$ cat src/rtl/asyncfifo_pkg.sv
// Shared definitions for the asyncfifo write-side arbiter.
// Holds the arbiter state encoding and a constant clog2 helper.
package asyncfifo_pkg;

    typedef enum logic {
        ARB_IDLE  = 1'b0,
        ARB_GRANT = 1'b1
    } arb_state_t;

    // Ceiling log2, usable for parameter-derived widths.
    function automatic int clog2(input int value);
        int r;
        r = 0;
        for (int i = 0; i < 31; i++) begin
            if ((1 << i) < value) begin
                r = i + 1;
            end
        end
        return r;
    endfunction

endpackage

$ cat src/rtl/rr_pick.sv
// Round-robin picker: first set request after i_rr_ptr, modulo NREQ.
// Ports: i_req (request vector), i_rr_ptr (last owner), o_any, o_idx.
module rr_pick
    import asyncfifo_pkg::*;
#(
    parameter int NREQ = 4
) (
    input  logic [NREQ-1:0]        i_req,
    input  logic [clog2(NREQ)-1:0] i_rr_ptr,
    output logic                   o_any,
    output logic [clog2(NREQ)-1:0] o_idx
);

    localparam int IW = clog2(NREQ);

    logic [2*NREQ-1:0] w_dbl;
    logic [NREQ-1:0]   w_rot;
    logic [IW:0]       w_start;
    logic [IW:0]       w_k;
    logic [IW:0]       w_sum;

    always_comb begin
        // Scan starts one past the last owner, wrapping to 0.
        if (i_rr_ptr == IW'(NREQ - 1)) begin
            w_start = '0;
        end else begin
            w_start = {1'b0, i_rr_ptr} + (IW+1)'(1);
        end

        // Rotate so the scan start lands on bit 0.
        w_dbl = {i_req, i_req};
        w_rot = w_dbl[w_start +: NREQ];

        // Lowest set bit of the rotated vector wins.
        w_k = '0;
        for (int k = NREQ - 1; k >= 0; k--) begin
            if (w_rot[k]) begin
                w_k = (IW+1)'(k);
            end
        end

        // Un-rotate back to a requester index.
        w_sum = w_start + w_k;
        if (w_sum >= (IW+1)'(NREQ)) begin
            o_idx = IW'(w_sum - (IW+1)'(NREQ));
        end else begin
            o_idx = IW'(w_sum);
        end

        o_any = |i_req;
    end

endmodule

$ cat src/rtl/fifo_wr_arbiter.sv
// Round-robin, packet-locked sharing of one asyncfifo write port.
// Ports: wclk/wrst; req_valid/req_data/req_last/req_ready per requester;
//        wfull in; winc/wdata to the FIFO; grant_id and busy status.
module fifo_wr_arbiter
    import asyncfifo_pkg::*;
#(
    parameter int NREQ     = 4,
    parameter int DSIZE    = 8,
    parameter int MAXBURST = 8
) (
    input  logic                    wclk,
    input  logic                    wrst,
    input  logic [NREQ-1:0]         req_valid,
    input  logic [NREQ*DSIZE-1:0]   req_data,
    input  logic [NREQ-1:0]         req_last,
    output logic [NREQ-1:0]         req_ready,
    input  logic                    wfull,
    output logic                    winc,
    output logic [DSIZE-1:0]        wdata,
    output logic [clog2(NREQ)-1:0]  grant_id,
    output logic                    busy
);

    localparam int IW = clog2(NREQ);
    localparam int CW = clog2(MAXBURST) + 1;

    arb_state_t  r_state;
    logic [IW-1:0] r_rr_ptr;
    logic [IW-1:0] r_grant_id;
    logic [CW-1:0] r_beat_cnt;

    logic          w_any;
    logic [IW-1:0] w_idx;
    logic          w_xfer;
    logic          w_cap;
    logic          w_release;

    rr_pick #(
        .NREQ (NREQ)
    ) u_pick (
        .i_req    (req_valid),
        .i_rr_ptr (r_rr_ptr),
        .o_any    (w_any),
        .o_idx    (w_idx)
    );

    // Reset gates the handshake so nothing is written or accepted.
    assign w_xfer    = (r_state == ARB_GRANT) & req_valid[r_grant_id]
                     & ~wfull & ~wrst;
    assign w_cap     = (r_beat_cnt == CW'(MAXBURST - 1));
    assign w_release = w_xfer & (req_last[r_grant_id] | w_cap);

    assign winc      = w_xfer;
    assign wdata     = req_data[r_grant_id*DSIZE +: DSIZE];
    assign req_ready = w_xfer ? (NREQ'(1) << r_grant_id) : '0;
    assign grant_id  = r_grant_id;
    assign busy      = (r_state == ARB_GRANT);

    always_ff @(posedge wclk) begin
        if (wrst) begin
            r_state    <= ARB_IDLE;
            r_rr_ptr   <= IW'(NREQ - 1);
            r_grant_id <= '0;
            r_beat_cnt <= '0;
        end else begin
            unique case (r_state)
                ARB_IDLE: begin
                    if (w_any) begin
                        r_grant_id <= w_idx;
                        r_beat_cnt <= '0;
                        r_state    <= ARB_GRANT;
                    end
                end
                ARB_GRANT: begin
                    if (w_release) begin
                        r_rr_ptr   <= r_grant_id;
                        r_beat_cnt <= '0;
                        r_state    <= ARB_IDLE;
                    end else if (w_xfer) begin
                        r_beat_cnt <= r_beat_cnt + CW'(1);
                    end
                end
                default: r_state <= ARB_IDLE;
            endcase
        end
    end

endmodule

$ cat config.mk
export PLATFORM = sky130hd
export DESIGN_NAME = fifo_wr_arbiter
export DESIGN_NICKNAME = d
export VERILOG_FILES = /design/src/rtl/asyncfifo_pkg.sv /design/src/rtl/rr_pick.sv /design/src/rtl/fifo_wr_arbiter.sv
export SDC_FILE = /design/constraint.sdc
export NUM_CORES = 1
export LEC_CHECK = 0
export BUFFER_PORTS_ARGS = -buffer_cell sky130_fd_sc_hd__buf_4
export CAP_MARGIN = 20
export CORE_MARGIN = 2
export CORE_UTILIZATION = 40
export DETAILED_ROUTE_END_ITERATION = 10
export MAX_ROUTING_LAYER = met4
export PLACE_DENSITY = 0.78
export SLEW_MARGIN = 20
export SYNTH_ARGS = -nofsm -noshare
export SYNTH_HDL_FRONTEND = slang
export SYNTH_HIERARCHICAL = 1
export SYNTH_SLANG_ARGS = --single-unit
$ cat constraint.sdc
create_clock -name wclk -period 2.5 [get_ports wclk]
set_clock_uncertainty 0.15 [all_clocks]
set_input_delay 0 -clock wclk [delete_from_list [all_inputs] [get_ports wclk]]
set_output_delay 0 -clock wclk [all_outputs]
set_load 0.02 [all_outputs]
==> results of run 1 <==
-- cell usage after synthesis, drive strengths merged --
cell,n,area share
a211oi,1,0.0092
a21bo,1,0.012
a21oi,4,0.024
a221o,1,0.012
a2bb2oi,1,0.011
a31oi,2,0.015
and2,1,0.0076
and3,1,0.0076
buf,2,0.027
clkbuf,3,0.014
dfxtp,9,0.22
ha,2,0.031
inv,1,0.0046
mux2i,4,0.049
mux4,9,0.25
nand2,4,0.018
nand2b,2,0.015
nand3,4,0.024
nand3b,1,0.0092
nand4,1,0.0076
nand4b,1,0.011
nand4bb,1,0.014
nor2,6,0.027
nor2b,2,0.015
nor3,2,0.012
nor3b,2,0.018
nor4bb,1,0.012
o211ai,1,0.0092
o21a,1,0.0092
o21ai,3,0.018
o221a,1,0.014
o22a,1,0.021
o31ai,2,0.018
or3,1,0.0076
or4,1,0.0092
or4b,1,0.017
-- power groups by stage --
stage	clock [uW]	sequential [uW]	combinational (uW)
2_1_floorplan	0	159	100
6_report	114	158	192
5_1_grt	127	159	207
4_1_cts	118	158	193
3_5_place_dp	0	161	189
3_3_place_gp	0	161	187
-- worst max-delay path, cell delays in order (launching register included) --
cell and delay (ns):
dfxtp_1 0.41, or4b_4 0.60, o22a_4 0.26, inv_2 0.12, nand2_1 0.09, a221o_1 0.29
-- metal layers --
layer | part of all wire | track usage | wire length, um
met1 | 0.45 | 0.3148 | 1102
met2 | 0.47 | 0.3604 | 1142
met3 | 0.070 | 0.05828 | 172
met4 | 0.013 | 0.04762 | 31
met5 | 0 | - | 0
-- registers in the layout (all words and copies together) (netlist names) --
register and count:
r_beat_cnt 4, grant_id 2, r_rr_ptr 2, busy 1
-- cells by family after synthesis --
family | Yosys count
compound gates | 19
fa+ha+maj | 2
buf+inv | 6
flops | 9
mux | 13
simple gates | 32
-- placed cells by master, fill, tap and decap left out, types with 2 or more instances in the layout --
cell type and count:
ha_1 2, clkbuf_4 3, a21oi_1 4, a31oi_1 2, nor2_1 6, o21ai_0 2, nor2b_1 2, nand3_1 4
mux2i_1 4, nand2b_1 2, nor3b_1 2, buf_4 60, dfxtp_1 9, mux4_2 9, o31ai_1 2, nor3_1 2
dlygate4sd3_1 2, nand2_1 4
-- per-stage QoR --
stage	cell area, sq um	cells	hold slack, ns	util	total power, uW
detailed placement	1270	163	0.1116	0.6540	350.8
global placement	1270	163	0.1083	0.6540	347.7
floorplan	819.5	81	-0.01909	-	259.2
global route	1316	169	0.1017	0.6778	493.0
CTS	1316	169	0.04218	0.6778	468.4
finish	1316	169	0.03673	0.6778	463.7
-- worst paths after layout --
check / endpoint / start / slack (ns) / depth (start not counted)
max: r_rr_ptr[0]$_SDFFE_PP1P_ / grant_id[0]$_SDFFE_PP0P_ / 0.48 / 5
min: grant_id[1]$_SDFFE_PP0P_ / req_valid[3] / 0.04 / 5
max reg2reg: r_rr_ptr[0]$_SDFFE_PP1P_ / grant_id[0]$_SDFFE_PP0P_ / 0.48 / 5
min reg2reg: r_rr_ptr[1]$_SDFFE_PP1P_ / r_rr_ptr[1]$_SDFFE_PP1P_ / 0.32 / 1
-- final cells by class --
type,count,share of cell area
Sequential cell,9,0.1369
Inverter,1,0.002852
Timing Repair Buffer,62,0.3574
Tap cell,27,0.02567
Clock buffer,4,0.01996
Multi-Input combinational cell,66,0.4572
==> results.yml, run 1 <==
run_status:
  outcome: "completed"
worst_setup_path:
  path_max_fanout: 8
  crit_type: "reg -> reg"
  crit_required_ns: 2.50
  cp.arrival_ns: 2.02
  worst_setup_path_end_kind: "register"
  startpoint_type: "register"
clock_network:
  clk_latency_ns: 0.26
  numCtsBuffers: 3
  cts_setup_buffers: 0
  clock-sinks: 9
  root_buffer: "clkbuf_4"
  h-tree-depth: 1
  cts_buffer_depth: 2
  clk_pin_slew_worst_paths_ns: 0.06
  cts-resized-gates: 0
  cts_hold_buffers: 2
  cts_tree: "built"
power:
  p_leak_uw: 0.0005592
  power_frac_clock: 0.246
  swShare: 0.3046
  peakVddDrop_uv: 249.5
  comb_power_share: 0.413
  internal_power_uw: 322.4
  p_sw_uw: 141.2
  p_per_area_nw_per_um2: 352.3
  power_frac_seq: 0.340
detailed_routing:
  drcViolationCount: 0
  viasPerCell: 5.574
  routed_wl_um: 2448
  ant_nets: 0
  first_pass_iters: 4
  drt-initial-drc-count: 15
  dr_total_vias: 942
  wire_per_inst_um: 14.49
job:
  maxCapViolations: 0
synth:
  syn_area_per_cell_sq_um: 10.12
  synth-seq-cells: 9
  synth_mux_area_frac: 0.2962
  synth-simple-area-share: 0.2336
  synth_top_family_by_area: "multiplexers"
  synth_fp_nets: 126
  synth_cells: 81
  yosys_warnings: 6
  netlist-cell-type-count: 37
  synth_xor_area_frac: 0
  syn_area_sq_um: 819.5
  yosysSeqAreaShare: 0.2198
  synth_fa_ha_area_frac: 0.03053
  synth_compound_area_frac: 0.1740
timing:
  period_needed_ns: 2.019
  final_hold_viol_count: 0
  fmax_mhz: 495.4
  slew_viol_final: 0
  rsz0062_at_grt: "no"
  slew_headroom: 0.6847
  finalSetupTns_ns: 0
  setup-violations-final: 0
  fin_crit_sh: 0.8075
  setup_slack_ns: 0.4813
  tightest_slew_ns: 0.4722
floorplan:
  io_pins: 59
  die_h_um: 49.27
  chipWidth_um: 49.27
  rows: 16
  initial_core_util: 0.4220
  core_area_sq_um: 1942
  die-area_sq_um: 2427
worst_hold_path:
  min_path_type: "in -> reg"
finish:
  area_delta_synth_final_pct: 60.61
  fill_cells: 157
  drive_above_1_share: 0.5352
  layout.nets: 188
  seqCellArea_sq_um: 180.2
  multi_input_area_sq_um: 601.8
  insertedDiodeCount: 0
placed_design:
  dp_slack_ns: 0.4961
  place_congestion: 0.7890
  dpl.hpwl_um: 2042
  io_buffers: 58
global_routing:
  grt_pass1_vias: 963
  grt_max_degree: 13
  grt_use_total: 0.2352
  antenna_found_initial: 0
  overflow: 0
  grt_first_pass_wirelength_um: 4402
(Power assumes the default switching activity.)
==> inputs of run 2 (changes only) <==
--- a/config.mk
+++ b/config.mk
@@ -8,10 +8,10 @@
 export BUFFER_PORTS_ARGS = -buffer_cell sky130_fd_sc_hd__buf_4
 export CAP_MARGIN = 20
 export CORE_MARGIN = 2
-export CORE_UTILIZATION = 40
+export CORE_UTILIZATION = 36
 export DETAILED_ROUTE_END_ITERATION = 10
 export MAX_ROUTING_LAYER = met4
-export PLACE_DENSITY = 0.78
+export PLACE_DENSITY = 0.74
 export SLEW_MARGIN = 20
 export SYNTH_ARGS = -nofsm -noshare
 export SYNTH_HDL_FRONTEND = slang
==> constraint.sdc (replaced) <==
create_clock -name wclk -period 1.8 [get_ports wclk]
set_clock_uncertainty 0.15 [all_clocks]
set_input_delay 0 -clock wclk [delete_from_list [all_inputs] [get_ports wclk]]
set_output_delay 0 -clock wclk [all_outputs]
set_load 0.02 [all_outputs]
==> results.yml, run 2 (synthesized netlist as in run 1, its figures left out) <==
timing:
  tightest_slew_ns: 0.3306
  final_hold_viol_count: 0
  setup-violations-final: 1
  period_needed_ns: 1.840
  fmax_mhz: 543.3
  fin_crit_sh: 1.022
  rsz0062_at_grt: "yes"
  slew_headroom: 0.7789
  setup_slack_ns: -0.04048
  slew_viol_final: 0
finish:
  drive_above_1_share: 0.6053
  layout_commonest_cell: "buf_4"
  final_cell_mix: "66 x buf_4, 9 x mux4_2, 6 x nor2_1, 6 x dfxtp_1"
  largest_reg_flops: 4
  area_delta_synth_final_pct: 76.03
  largest_register: "r_beat_cnt"
  fin_area_sq_um: 1443
  layout.nets: 198
  final_util: 0.6585
  insertedDiodeCount: 0
  fin_cells: 180
worst_hold_path:
  hp-start: "req_valid[3]"
  min_path_type: "in -> reg"
  min_to: "grant_id[1]$_SDFFE_PP0P_"
  hold_path_depth: 5
floorplan:
  die_h_um: 51.71
  rows: 17
  core_area_sq_um: 2191
  initial_core_util: 0.3741
  chipWidth_um: 51.71
  die-area_sq_um: 2674
  io_pins: 59
global_routing:
  grt_max_degree: 10
  grt_use_total: 0.2345
  grt_pass1_vias: 988
  antenna_found_initial: 0
  overflow: 0
  grt_first_pass_wirelength_um: 4533
worst_setup_path:
  reg2reg_to: "r_beat_cnt[2]$_SDFFE_PP0P_"
  rr_worst_depth: 6
  reg2reg_from: "grant_id[0]$_SDFFE_PP0P_"
  path_max_fanout: 3
  crit_type: "reg -> reg"
  cp-startpoint: "grant_id[0]$_SDFFE_PP0P_"
  worst_setup_path_end_kind: "register"
  crit_required_ns: 1.84
  cp.arrival_ns: 1.89
  startpoint_type: "register"
  r2r_slack_ns: -0.04
placed_design:
  postPlaceCellArea_sq_um: 1336
  dp_cells: 170
  place_congestion: 0.7785
  io_buffers: 58
  dpl.hpwl_um: 2220
  dp_slack_ns: 0.01174
power:
  peakVddDrop_uv: 343.8
  p_leak_uw: 0.0006239
  p_per_area_nw_per_um2: 478.4
  power_uw: 690.2
clock_network:
  numCtsBuffers: 3
  clock-sinks: 9
  cts_tree: "built"
  root_buffer: "clkbuf_4"
  clk_pin_slew_worst_paths_ns: 0.06
  cts_buffer_depth: 2
  h-tree-depth: 1
  clk_latency_ns: 0.28
detailed_routing:
  dr_total_vias: 1012
  wire_per_inst_um: 16.33
  first_pass_iters: 4
  ant_nets: 0
  viasPerCell: 5.622
  drcViolationCount: 0
  routed_wl_um: 2940
  drt-initial-drc-count: 16
run_status:
  outcome: "finished, violations left"
  violations: "setup timing"
job:
  maxCapViolations: 0
-- run 2: per-stage QoR --
step | hold WS, ns | setup TNS (ns)
after floorplan | -0.01909 | -0.08635
after global placement | 0.09514 | 0
after detailed placement | 0.1033 | 0
after CTS | 0.06588 | -0.1778
after global routing | 0.1432 | -0.2597
final | 0.05985 | -0.04048
-- run 2: power by group --
part / total [uW] / internal, uW / leakage [uW] / switching [uW]
Sequential: 214 / 205 / 0.0000748 / 8.75
Clock: 167 / 86.0 / 0.0000150 / 80.6
Combinational: 309 / 182 / 0.000534 / 128
-- run 2: metal layers --
layer,vias up,GRT usage,part of all wire
met2,47,0.4038,0.52
li1,469,-,-
met4,0,0.1053,0.035
met5,-,-,0
met3,12,0.03736,0.058
met1,484,0.2686,0.39
-- run 2: timing repair --
action                                  in CTS  in global routing
gates resized for setup                      2                  6
endpoints found under the setup margin       2                  8
setup buffers                                2                  2
hold buffers                                 2                  0
endpoints found under the hold margin        9                  0
pin swaps                                    4                  4
-- run 2: worst max path at each step --
stage / slack, ns / cells after the start / end
after floorplan: -0.04 / 5 / r_beat_cnt[0]$_SDFFE_PP0P_
after global placement: 0.03 / 4 / r_beat_cnt[0]$_SDFFE_PP0P_
after detailed placement: 0.01 / 4 / r_beat_cnt[0]$_SDFFE_PP0P_
after CTS: -0.05 / 5 / winc
after global routing: -0.13 / 6 / r_beat_cnt[2]$_SDFFE_PP0P_
final: -0.04 / 6 / r_beat_cnt[2]$_SDFFE_PP0P_
-- run 2: final cells by class --
class	count	area (sq um)
Tap cell	28	35.03
Inverter	1	8.758
Timing Repair Buffer	72	560.5
Clock buffer	4	26.28
Multi-Input combinational cell	66	623.1
Fill cell	176	748.2
Sequential cell	9	188.9
-- run 2: worst max-delay path, stage by stage (launching register included) --
cell	delay (ns)
dfxtp_4	0.36
buf_6	0.10
mux4_2	0.51
buf_6	0.15
nor4bb_2	0.24
a31oi_1	0.08
a21oi_1	0.17
==> inputs of run 3 (changes only) <==
--- a/config.mk
+++ b/config.mk
@@ -8,10 +8,11 @@
 export BUFFER_PORTS_ARGS = -buffer_cell sky130_fd_sc_hd__buf_4
 export CAP_MARGIN = 20
 export CORE_MARGIN = 2
-export CORE_UTILIZATION = 36
+export CORE_UTILIZATION = 38
+export CTS_BUF_LIST = sky130_fd_sc_hd__clkbuf_8
 export DETAILED_ROUTE_END_ITERATION = 10
 export MAX_ROUTING_LAYER = met4
-export PLACE_DENSITY = 0.74
+export PLACE_DENSITY = 0.78
 export SLEW_MARGIN = 20
 export SYNTH_ARGS = -nofsm -noshare
 export SYNTH_HDL_FRONTEND = slang
==> results.yml, run 3 (synthesized netlist as in run 1, its figures left out) <==
finish:
  multi_input_area_sq_um: 641.9
  final_cell_mix: "67 x buf_4, 9 x mux4_2, 6 x nor2_1, 6 x dfxtp_1"
  largest_reg_flops: 4
  fill_cells: 154
  layout.nets: 195
  area_delta_synth_final_pct: 76.03
  fin_area_sq_um: 1443
  layout_commonest_cell: "buf_4"
  insertedDiodeCount: 0
  largest_register: "r_beat_cnt"
  seqCellArea_sq_um: 188.9
  drive_above_1_share: 0.6242
timing:
  setup-violations-final: 0
  finalSetupTns_ns: 0
  final_hold_viol_count: 0
  period_needed_ns: 1.795
  slew_headroom: 0.7387
  fmax_mhz: 557.0
  rsz0062_at_grt: "yes"
  fin_crit_sh: 0.9974
  tightest_slew_ns: 0.3864
  slew_viol_final: 0
worst_setup_path:
  worst_setup_path_end_kind: "register"
  crit_type: "reg -> reg"
  critPathMaxStageDelay_ns: 0.53
  critical-path-top-delay-family: "simple AND/OR/NAND/NOR gates"
  cp.arrival_ns: 1.77
  crit_buf_inv: 1
  critical_path.cell_chain: "or4b_4 > o22a_4 > inv_6 > nand2_2 > a221o_1"
  path_max_fanout: 7
  reg2reg_to: "r_rr_ptr[0]$_SDFFE_PP1P_"
  startpoint_type: "register"
  r2r_slack_ns: 0.005
  reg2reg_from: "grant_id[0]$_SDFFE_PP0P_"
  crit_required_ns: 1.77
  worst_path_max_delay_cell: "or4b_4"
  rr_worst_depth: 5
worst_hold_path:
  hp-start: "req_valid[1]"
  min_to: "grant_id[1]$_SDFFE_PP0P_"
  min_path_type: "in -> reg"
  hold_path_depth: 4
floorplan:
  die-area_sq_um: 2544
  chipWidth_um: 50.44
  initial_core_util: 0.4094
  rows: 16
  die_h_um: 50.44
  core_area_sq_um: 2002
  io_pins: 59
clock_network:
  numCtsBuffers: 3
  root_buffer: "clkbuf_8"
  h-tree-depth: 1
  clock-sinks: 9
  cts_buffer_depth: 2
  clk_latency_ns: 0.24
  cts_tree: "built"
  clk_pin_slew_worst_paths_ns: 0.05
detailed_routing:
  wl_met3_um: 151
  first_pass_iters: 4
  dr_total_vias: 960
  routed.top_layer: "met4"
  drt-initial-drc-count: 19
  wl_met1_um: 1257
  viasPerCell: 5.455
  ant_nets: 0
  dr_wl_met2_um: 1530
  routed_wl_um: 2982
  wire_per_inst_um: 16.94
  drcViolationCount: 0
power:
  p_leak_uw: 0.0006137
  p_per_area_nw_per_um2: 523.1
  peakVddDrop_uv: 499.1
global_routing:
  grt_first_pass_wirelength_um: 4698
  antenna_found_initial: 0
  grt_use_total: 0.2521
  overflow: 0
  grt_pass1_vias: 946
  grt_max_degree: 12
placed_design:
  postPlaceCellArea_sq_um: 1328
  place_congestion: 0.8847
  io_buffers: 58
  dpl.hpwl_um: 2166
job:
  maxCapViolations: 0
run_status:
  outcome: "completed"
-- run 3: worst max-delay path by stage --
stage / start / cells past startpoint / end / slack, ns
final: grant_id[0]$_SDFFE_PP0P_ / 5 / r_rr_ptr[0]$_SDFFE_PP1P_ / 0.005
after detailed placement: grant_id[0]$_SDFFE_PP0P_ / 5 / r_rr_ptr[0]$_SDFFE_PP1P_ / 0.003
after CTS: grant_id[0]$_SDFFE_PP0P_ / 4 / r_beat_cnt[0]$_SDFFE_PP0P_ / 0.006
after global routing: grant_id[0]$_SDFFE_PP0P_ / 5 / r_rr_ptr[0]$_SDFFE_PP1P_ / -0.06
after floorplan: grant_id[0]$_SDFFE_PP0P_ / 5 / r_beat_cnt[0]$_SDFFE_PP0P_ / -0.04
after global placement: grant_id[0]$_SDFFE_PP0P_ / 5 / r_rr_ptr[0]$_SDFFE_PP1P_ / 0.03
-- run 3: worst register-to-register path: cells and delay by family (launching register included) --
family / cells / cell delay, ns
AO/OA/AOI/OAI: 2 / 0.52
flip-flops: 1 / 0.35
buffers and inverters: 1 / 0.08
AND/OR/NAND/NOR: 2 / 0.58
-- run 3: area by class of cell --
class	count	share of cell area
multi-input cells	66	0.4449
repair buffers	69	0.3625
flip-flops and latches	9	0.1310
clock buffers	3	0.02862
well taps	27	0.02342
inverters	1	0.006071
clock inverters	1	0.003469
-- run 3: routing by layer --
| metal | global-route usage | vias up |
|---|---|---|
| li1 | - | 462 |
| met1 | 0.2964 | 459 |
| met2 | 0.4232 | 35 |
| met3 | 0.06845 | 4 |
| met4 | 0.07207 | 0 |
| met5 | - | - |
-- run 3: stage by stage --
| step | std cells | power, uW | hold WS (ns) | utilization | setup slack (ns) |
|---|---|---|---|---|---|
| floorplan | 81 | 365.0 | -0.01909 | - | -0.04036 |
| global placement | 168 | 494.4 | 0.1008 | 0.6631 | 0.02787 |
| detailed placement | 168 | 501.0 | 0.1142 | 0.6631 | 0.002707 |
| CTS | 172 | 746.6 | -0.1346 | 0.6981 | 0.005635 |
| global route | 176 | 800.1 | 0.03595 | 0.7206 | -0.06364 |
| finish | 176 | 754.6 | 0.002952 | 0.7206 | 0.004677 |
-- run 3: where the power goes --
part           leakage [uW]  total (uW)  switching (uW)  internal (uW)
combinational      0.000513         299             127            172
sequential        0.0000748         214            8.18            206
clock             0.0000255         241            89.7            152
-- run 3: timing repair --
action / CTS / global route
resized for setup: 4 / 3
pin swaps: 0 / 1
setup buffers: 0 / 2
endpoints found under the hold margin: 8 / 8
endpoints found under the setup margin: 2 / 3
